===== src/rtl/inv_cipher_seq.sv =====
// inv_cipher_seq: iterative AES inverse cipher (InvCipher), one round per clock.
// The ciphertext is whitened with the last round key on accept. Each following
// cycle runs one inverse round until the final round produces the plaintext,
// which is held until the consumer takes it.
module inv_cipher_seq #(
    parameter int N  = 128,
    parameter int Nr = 10,
    parameter int Nk = 4
) (
    input  logic                  clk,
    input  logic                  rst,
    input  logic                  in_valid,
    output logic                  in_ready,
    input  logic [127:0]          in,
    input  logic [128*(Nr+1)-1:0] word,
    output logic [127:0]          out,
    output logic                  out_valid,
    input  logic                  out_ready,
    output logic                  busy
);

    localparam int RCW = $clog2(Nr + 1);

    // Key length, round count and word count must describe the same AES variant.
    if (N != 32 * Nk || Nr != Nk + 6) begin : g_bad_cfg
        $error("inv_cipher_seq: inconsistent N/Nr/Nk");
    end

    typedef enum logic [1:0] {S_IDLE, S_ROUND, S_FINAL, S_DONE} state_e;

    // Inverse S-box, entry 0 in the most significant byte.
    localparam logic [2047:0] INV_SBOX = {
        128'h52096ad53036a538bf40a39e81f3d7fb, 128'h7ce339829b2fff87348e4344c4dee9cb,
        128'h547b9432a6c2233dee4c950b42fac34e, 128'h082ea16628d924b2765ba2496d8bd125,
        128'h72f8f66486689816d4a45ccc5d65b692, 128'h6c704850fdedb9da5e154657a78d9d84,
        128'h90d8ab008cbcd30af7e45805b8b34506, 128'hd02c1e8fca3f0f02c1afbd0301138a6b,
        128'h3a9111414f67dcea97f2cfcef0b4e673, 128'h96ac7422e7ad3585e2f937e81c75df6e,
        128'h47f11a711d29c5896fb7620eaa18be1b, 128'hfc563e4bc6d279209adbc0fe78cd5af4,
        128'h1fdda8338807c731b11210592780ec5f, 128'h60517fa919b54a0d2de57a9f93c99cef,
        128'ha0e03b4dae2af5b0c8ebbb3c83539961, 128'h172b047eba77d626e169146355210c7d
    };

    function automatic logic [7:0] xtime(input logic [7:0] b);
        return {b[6:0], 1'b0} ^ (b[7] ? 8'h1b : 8'h00);
    endfunction

    // Multiply by a constant 4-bit coefficient in GF(2^8).
    function automatic logic [7:0] gmul(input logic [7:0] b, input logic [3:0] k);
        logic [7:0] b2, b4, b8;
        b2 = xtime(b);
        b4 = xtime(b2);
        b8 = xtime(b4);
        return (k[0] ? b : 8'h00) ^ (k[1] ? b2 : 8'h00) ^
               (k[2] ? b4 : 8'h00) ^ (k[3] ? b8 : 8'h00);
    endfunction

    // InvShiftRows (row r rotated right by r) followed by InvSubBytes.
    function automatic logic [127:0] inv_sub_shift(input logic [127:0] s);
        logic [127:0] t;
        for (int c = 0; c < 4; c++) begin
            for (int r = 0; r < 4; r++) begin
                t[127-8*(4*c+r) -: 8] =
                    INV_SBOX[2047-8*s[127-8*(4*((c-r+4)%4)+r) -: 8] -: 8];
            end
        end
        return t;
    endfunction

    // InvMixColumns with the circulant matrix {0e,0b,0d,09}.
    function automatic logic [127:0] inv_mix(input logic [127:0] s);
        logic [127:0] t;
        logic [7:0]   a [4];
        for (int c = 0; c < 4; c++) begin
            for (int r = 0; r < 4; r++) a[r] = s[127-8*(4*c+r) -: 8];
            for (int r = 0; r < 4; r++) begin
                t[127-8*(4*c+r) -: 8] = gmul(a[r], 4'he) ^ gmul(a[(r+1)%4], 4'hb) ^
                                        gmul(a[(r+2)%4], 4'hd) ^ gmul(a[(r+3)%4], 4'h9);
            end
        end
        return t;
    endfunction

    logic [127:0] rk [0:Nr];
    for (genvar r = 0; r <= Nr; r++) begin : g_rk
        assign rk[r] = word[128*(Nr+1)-1-128*r -: 128];
    end

    state_e       state_q, state_d;
    logic [RCW-1:0] rc_q, rc_d;
    logic [127:0] blk_q, blk_d;
    logic [127:0] out_q, out_d;
    logic         out_valid_q, out_valid_d;
    logic [127:0] sub_shift;

    assign sub_shift = inv_sub_shift(blk_q);

    // Next-state logic: one inverse round per cycle, handshakes at both ends.
    always_comb begin
        // NOTE: every variable gets its hold value first so no path infers a latch.
        state_d     = state_q;
        rc_d        = rc_q;
        blk_d       = blk_q;
        out_d       = out_q;
        out_valid_d = out_valid_q;
        case (state_q)
            S_IDLE: begin
                if (in_valid) begin
                    blk_d   = in ^ rk[Nr];
                    rc_d    = RCW'(Nr - 1);
                    state_d = S_ROUND;
                end
            end
            S_ROUND: begin
                blk_d = inv_mix(sub_shift ^ rk[rc_q]);
                rc_d  = rc_q - RCW'(1);
                if (rc_q == RCW'(1)) state_d = S_FINAL;
            end
            S_FINAL: begin
                out_d       = sub_shift ^ rk[0];
                out_valid_d = 1'b1;
                state_d     = S_DONE;
            end
            S_DONE: begin
                if (out_ready) begin
                    out_valid_d = 1'b0;
                    state_d     = S_IDLE;
                end
            end
            default: state_d = S_IDLE;
        endcase
    end

    // State registers; reset aborts any block in flight.
    always_ff @(posedge clk or posedge rst) begin
        // NOTE: non-blocking assignments so every register samples pre-edge values.
        if (rst) begin
            state_q     <= S_IDLE;
            rc_q        <= '0;
            blk_q       <= '0;
            out_q       <= '0;
            out_valid_q <= 1'b0;
        end else begin
            state_q     <= state_d;
            rc_q        <= rc_d;
            blk_q       <= blk_d;
            out_q       <= out_d;
            out_valid_q <= out_valid_d;
        end
    end

    assign in_ready  = (state_q == S_IDLE);
    assign busy      = (state_q == S_ROUND) || (state_q == S_FINAL);
    assign out       = out_q;
    assign out_valid = out_valid_q;

endmodule


===== config.mk =====
export PLATFORM = sky130hd
export DESIGN_NAME = inv_cipher_seq
export DESIGN_NICKNAME = d
export VERILOG_FILES = /design/src/rtl/inv_cipher_seq.sv
export SDC_FILE = /design/constraint.sdc
export NUM_CORES = 2
export LEC_CHECK = 0
export CAP_MARGIN = 40
export CORE_AREA = 3 3 656 658
export CTS_BUF_LIST = sky130_fd_sc_hd__clkbuf_4
export CTS_CLUSTER_SIZE = 20
export DETAILED_ROUTE_END_ITERATION = 10
export DIE_AREA = 0 0 659 661
export GPL_TIMING_DRIVEN = 0
export PLACE_DENSITY = 0.38
export SYNTH_ARGS = -nofsm -noshare
export SYNTH_HDL_FRONTEND = slang
export SYNTH_SLANG_ARGS = --single-unit

===== constraint.sdc =====
create_clock -name clk -period 10.2 [get_ports clk]
set_input_delay 1.53 -clock clk [delete_from_list [all_inputs] [get_ports clk]]
set_output_delay 1.53 -clock clk [all_outputs]
set_load 0.05 [all_outputs]

Word-level counts from Yosys, hierarchy flattened
Cells that the tools add are included.

storage, ports and cells
  bits in registers = 263
  output and inout bits = 131
  logic and storage cells = 326

operators by class
  bitwise operators = 212
  reduce and logical (&&, ||, !) cells = 7
  shift-type cells = 16
  mux-type cells = 61
  order comparisons = 1
  add/sub/neg operators = 17
  eq/ne operators = 7

operator list
  cell                                                            number
  variable part select 2055 x 33 -> 8 bit (first input constant)  16
  XOR 8 bit                                                       169
  binary-select mux 128 bit (select 4 bit)                        1
  2-to-1 mux 128 bit                                              3
  XOR 128 bit                                                     3
  XOR 8 x 5 -> 8 bit                                              39
  case mux 128 bit (2 select lines)                               1
  2-to-1 mux 5 bit                                                48
  subtractor 11 x 11 -> 12 bit (first input constant)             16
  case mux 2 bit (4 select lines)                                 1
  case mux 4 bit (2 select lines)                                 1
  2-to-1 mux 2 bit                                                3
  inequality test 2 bit (second input constant)                   3
  >= comparator 5 bit (second input constant)                     1
  NOT 4 -> 5 bit                                                  1
  equality test 2 bit (second input constant)                     2
  equality test 4 x 1 -> 1 bit (second input constant)            1
  2-to-1 mux 4 bit                                                1
  AND reduction 2 bit                                             2
  nonzero test 2 bit                                              2
  subtractor 4 x 1 -> 4 bit (second input constant)               1
  AND reduction 3 bit                                             1
  equality test 2 x 1 -> 1 bit (second input constant)            1
  logical NOT 2 bit                                               1
  other kinds (3)                                                 3

Depth between registers and ports, before layout
  word-level depth = 16
  depth in mapped cells = 19
  depth with buffers taken out = 14

Worst setup path after synthesis
No wires, ideal clock.

  path type = reg2reg
  start = reg blk_q[41]
  end = reg blk_q[108]
  setup slack = 4.804 ns
  clock period less this slack = 5.396 ns
  arrival time = 5.293 ns
  setup time = 0.104 ns
  required time = 10.096 ns
  cell stages (with the launch flop) = 19
  cells stage by stage = dfrtp_1 -> buf_2 -> buf_2 -> buf_1 -> inv_1 -> ha_1 -> clkbuf_1 -> and2_1 -> nor2_1 -> mux4_2 -> a2111oi_0 -> a221oi_2 -> xor2_1 -> xor2_2 -> xnor3_1 -> xnor2_1 -> xnor2_1 -> xnor3_1 -> a221oi_1

between the ends
  longest elaborated chain between the ends = 12
  elaborated cells on any way between the ends = 15
  classes of those cells = add/sub: 1; shift: 1; mux: 4; bitwise: 9

RTL lines
  element                                                        RTL line  text
  start: declaration                                             90        logic [127:0] blk_q, blk_d;
  start signal: assignment                                       145       blk_q <= blk_d;
  subtractor 11 x 11 -> 12 bit *                                 63        INV_SBOX[2047-8*s[127-8*(4*((c-r+4)%4)+r) -: 8] -: 8];
  variable part select 2055 x 33 -> 8 bit *                      63
  XOR 128 bit *                                                  114       blk_d = inv_mix(sub_shift ^ rk[rc_q]);
  2-to-1 mux 5 bit / XOR 8 x 5 -> 8 bit (equally long branches)  44        return {b[6:0], 1'b0} ^ (b[7] ? 8'h1b : 8'h00);
  XOR 8 x 5 -> 8 bit *                                           44
  XOR 8 x 5 -> 8 bit / 2-to-1 mux 5 bit (equally long branches)  44
  XOR 8 bit / XOR 8 x 5 -> 8 bit (equally long branches)         53, 44
  XOR 8 bit *                                                    54        (k[2] ? b4 : 8'h00) ^ (k[3] ? b8 : 8'h00);
  XOR 8 bit * (2 in a row)                                       76        t[127-8*(4*c+r) -: 8] = gmul(a[r], 4'he) ^ gmul(a[(r+1)%4], 4'hb) ^
  XOR 8 bit *                                                    77        gmul(a[(r+2)%4], 4'hd) ^ gmul(a[(r+3)%4], 4'h9);
  case mux 128 bit (2 select lines) *                            105       case (state_q)

Mark *: on every way between the ends. The rest lies on a longest branch, timed or not.
A chain may end at the register's enable or synchronous reset.

Worst setup path in the final report
  start = reg rc_q[1]
  end = reg blk_q[68]

between the ends
  longest elaborated chain between the ends = 14
  elaborated cells on any way between the ends = 39
  classes of those cells = mux: 15; bitwise: 24

RTL lines
  element                                                                     RTL line  text
  start: declaration                                                          89        logic [RCW-1:0] rc_q, rc_d;
  start signal: assignment                                                    144       rc_q <= rc_d;
  NOT 4 -> 5 bit (not written as such) *                                      114
  binary-select mux 128 bit (select 4 bit) *                                  114
  2-to-1 mux 128 bit (not written as such) * (2 in a row)                     114
  XOR 128 bit *                                                               114
  2-to-1 mux 5 bit / XOR 8 x 5 -> 8 bit (equally long branches)               44
  XOR 8 x 5 -> 8 bit / 2-to-1 mux 5 bit (equally long branches) (2 in a row)  44
  XOR 8 bit / XOR 8 x 5 -> 8 bit (equally long branches)                      53, 44
  XOR 8 bit                                                                   54
  XOR 8 bit (2 in a row)                                                      76
  XOR 8 bit *                                                                 77
  case mux 128 bit (2 select lines) *                                         105

Mark *: on every way between the ends. The rest lies on a longest branch, timed or not. The select of a mux whose other input is x is not followed.

==> metrics.md <==
| Metric | Value |
|---|---|
| Status | completed |
| Crit. End Element | flop |
| Global Route Usage Sum | around 50% |
| Postcts setup bufs | 0 |
| Clock sink total | ~260 |
| First-pass GRT wire length | 1,431,000 um |
| MaxCap Viol Count | 0 |
| Yosys cell types | 104 |
| RD Place Congestion | 1.111 |
| DP HPWL | about 950,000 um |
| Hold/Removal Path Class | input port to asynchronous set/reset pin |
| Wirelength per Cell | 57.12 um |
| Vias per cell | between 6 and 7 |
| Setup WS post-layout | 0.5162 ns |
| DIE AREA | 435,600 sq um |
| Mapped Area | slightly below 90,000 sq um |
| Dominant cell by count in the synthesized netlist | a21oi_1 |
| GRT Residual Overflow | 0 |
| DRT iter0 DRCs | between 20,000 and 25,000 |
| Initial antenna violation count | roughly 430 |
| Vias in the first global route | 123,400 |
| Max-Slew Margin vs Limit | 22.07% |
| Design Area, Final | about 120,000 sq um |
| Yosys top cell by area | mux4_2 |
| Flops & latches, synth | 263 |
| Post-synth top area share | 10.07% |
| Synth Area per Inst | around 7.6 sq um |
| Critical path class | flop to flop |
| Slew @ Worst Pin | 1.169 ns |
| Unrepaired setup endpoints after global routing | false |
| Largest net degree at the start of global routing | 81 |
| Synth Instances | between 10,000 and 15,000 |
| DP Cell Count | between 15,000 and 20,000 |
| Detail Route Antenna Nets | 0 |
| Final wirelength | roughly 1,100,000 um |
| Crit-path cells | buf_2, buf_2, buf_2, buf_2, buf_12, buf_2, buf_12, buf_2, buf_2, mux4_2, mux2i_1, o22ai_1, xor2_1, xnor2_1, xnor2_1, xor2_1, xnor2_1, a221oi_1, buf_4 |
| Root buf cell | clkbuf_4 |
| Seq/Total Area, Yosys | roughly 7.4% |
| DRC viols | 0 |
| Number of I/O pins | about 1,700 |
| Vias post-DR | 133,600 |
| Post_cts resized | 0 |
| Final setup viols | 0 |
| Top cells by area, synth | mux4_2 (10%), dfrtp_1 (7.4%), xnor2_1 (6.0%) |
| Register Area | 6581 sq um |
| Synth warn | 0 |
| Final core occ | about 29% |
| Hold_buf cts | 0 |
| Post-Syn Nets | approximately 14,000 |
| Die Span X | between 600 and 700 um |
| TritonCTS buffer count | 112 |
| Critical path's slowest cell | a221oi_1 |
| Synth cell count leaders | a21oi_1 (911), nor2_1 (853), nand2_1 (719) |
| Critical Path RT | about 11 ns |
| Placement row count | approximately 240 |
| H-tree level count | 3 |
| Crit start category | flop |
| Die Y | approximately 660 um |
| Fin. Hold Viols | 0 |
| Top_reg_cell synth | dfrtp_1 |
| Fill cells | between 40,000 and 50,000 |
| Max Fclk | slightly above 0.1 GHz |
| Worst-path clk slew | about 0.060 ns |
| Final count of pins violating max slew | 0 |
| Post-synth EDFFs | 0 |
| Crit path max fanout | 10 |
| Slowest cell delay on critical path | 0.97 ns |
| Placeable Area | roughly 420,000 sq um |
| Fin crit share | between 90% and 100% |
| Layout area overhead | 36.99% |
| Fraction of layout cells with a size suffix above 1 | between 10% and 20% |
| Dpl ws | around 1.3 ns |
| Nets@finish | between 15,000 and 20,000 |
| Initial core utilization | approximately a fifth |
| Crit path DAT | between 10 and 15 ns |
| IO buf count | around 1,700 |
| CP most frequent cell | buf_2 |
| CTS tree | yes |
| Clock tree buffer depth | 4 |
| Ys async rst share | between 90% and 100% |
| Max Clock Skew | between 0.15 and 0.2 ns |
| Area of the multi-input gates | 75,880 sq um |
| Placement Cell Area | 119,400 sq um |
| Detailed Routing Iterations Pass 1 | 8 |
| Post-Layout Cell Count | roughly 20,000 |
| Worst skew pair latency | approximately 1.5 ns |
| Post-route minimum period | roughly 9.7 ns |
==> routing by layer <==
layer / routed length (um) / global-route usage, %
met1: 421000 / 57.97
met2: 451100 / 69.35
met3: 148800 / 21.78
met4: 126900 / 46.00
met5: 1355 / 0.5922
==> cells by family after synthesis <==
logic type               Yosys count  share of synthesized area (%)
AO/OA/AOI/OAI                   4078                          31.81
XOR/XNOR                        1198                          14.16
adder cells (fa/ha/maj)          266                          3.740
multiplexers                     865                          15.46
buffers and inverters           1535                          7.735
AND/OR/NAND/NOR                 3505                          19.70
flip-flops                       263                          7.396
==> worst max-delay path: cells and delay by family (launching register included) <==
kind,cells,cell delay (ns)
multiplexers,2,0.76
flip-flops,1,0.33
XOR/XNOR,5,1.72
AO/OA/AOI/OAI,2,1.14
buffers and inverters,10,5.30
==> flip-flops by register name (all words and copies together), names as in the netlist <==
signal and flops:
blk_q 128, out 128, rc_q 4, state_q 2, out_valid 1
==> through the flow <==
stage          hold WS (ns)  TNS (ns)
2_1_floorplan        0.5727         0
3_3_place_gp         0.4784  -1672.90
3_5_place_dp         0.4822         0
4_1_cts              0.3290         0
5_1_grt              0.4528         0
6_report             0.4551         0
==> cell usage in the layout (no fill, tap or decap), types with 263 or more instances in the layout <==
cell,synthesis,routed
nand2_1,719,719
nor2b_1,315,315
dfrtp_1,263,263
clkdlybuf4s50_1,0,1670
xnor2_1,607,604
buf_2,392,428
diode_2,0,344
mux4_2,398,398
ha_1,266,266
nand3_1,264,264
nand2b_1,352,352
nor2_1,853,853
nor3_1,333,330
o21ai_0,655,655
a21oi_1,911,909
xor2_1,430,412
mux2i_1,371,370
clkbuf_1,700,644
==> worst paths after layout <==
check | startpoint | to | slack [ns] | depth (start not counted)
worst max-delay path | rc_q[1] | blk_q[68] | 0.52 | 19
worst min-delay path | rst | out[60] | 0.46 | 2
worst max register to register | rc_q[1] | blk_q[68] | 0.52 | 19
worst min register to register | out[9] | out[9] | 0.51 | 1
max in group asynchronous | rst | out[101] | 8.16 | 5
min in group clk | out[9] | out[9] | 0.51 | 1
==> area by class of cell <==
class,count,share of cell area (%)
Inverter,199,0.6189
Clock buffer,156,0.9607
Multi-Input combinational cell,9912,62.24
Antenna cell,344,0.7061
Buffer,1336,5.105
Clock inverter,41,0.1765
Tap cell,5663,5.812
Timing Repair Buffer,2203,18.98
Sequential cell,263,5.399
Power is not shown: default switching activity piles up to over one toggle a cycle in this logic, so the estimate is an artifact.
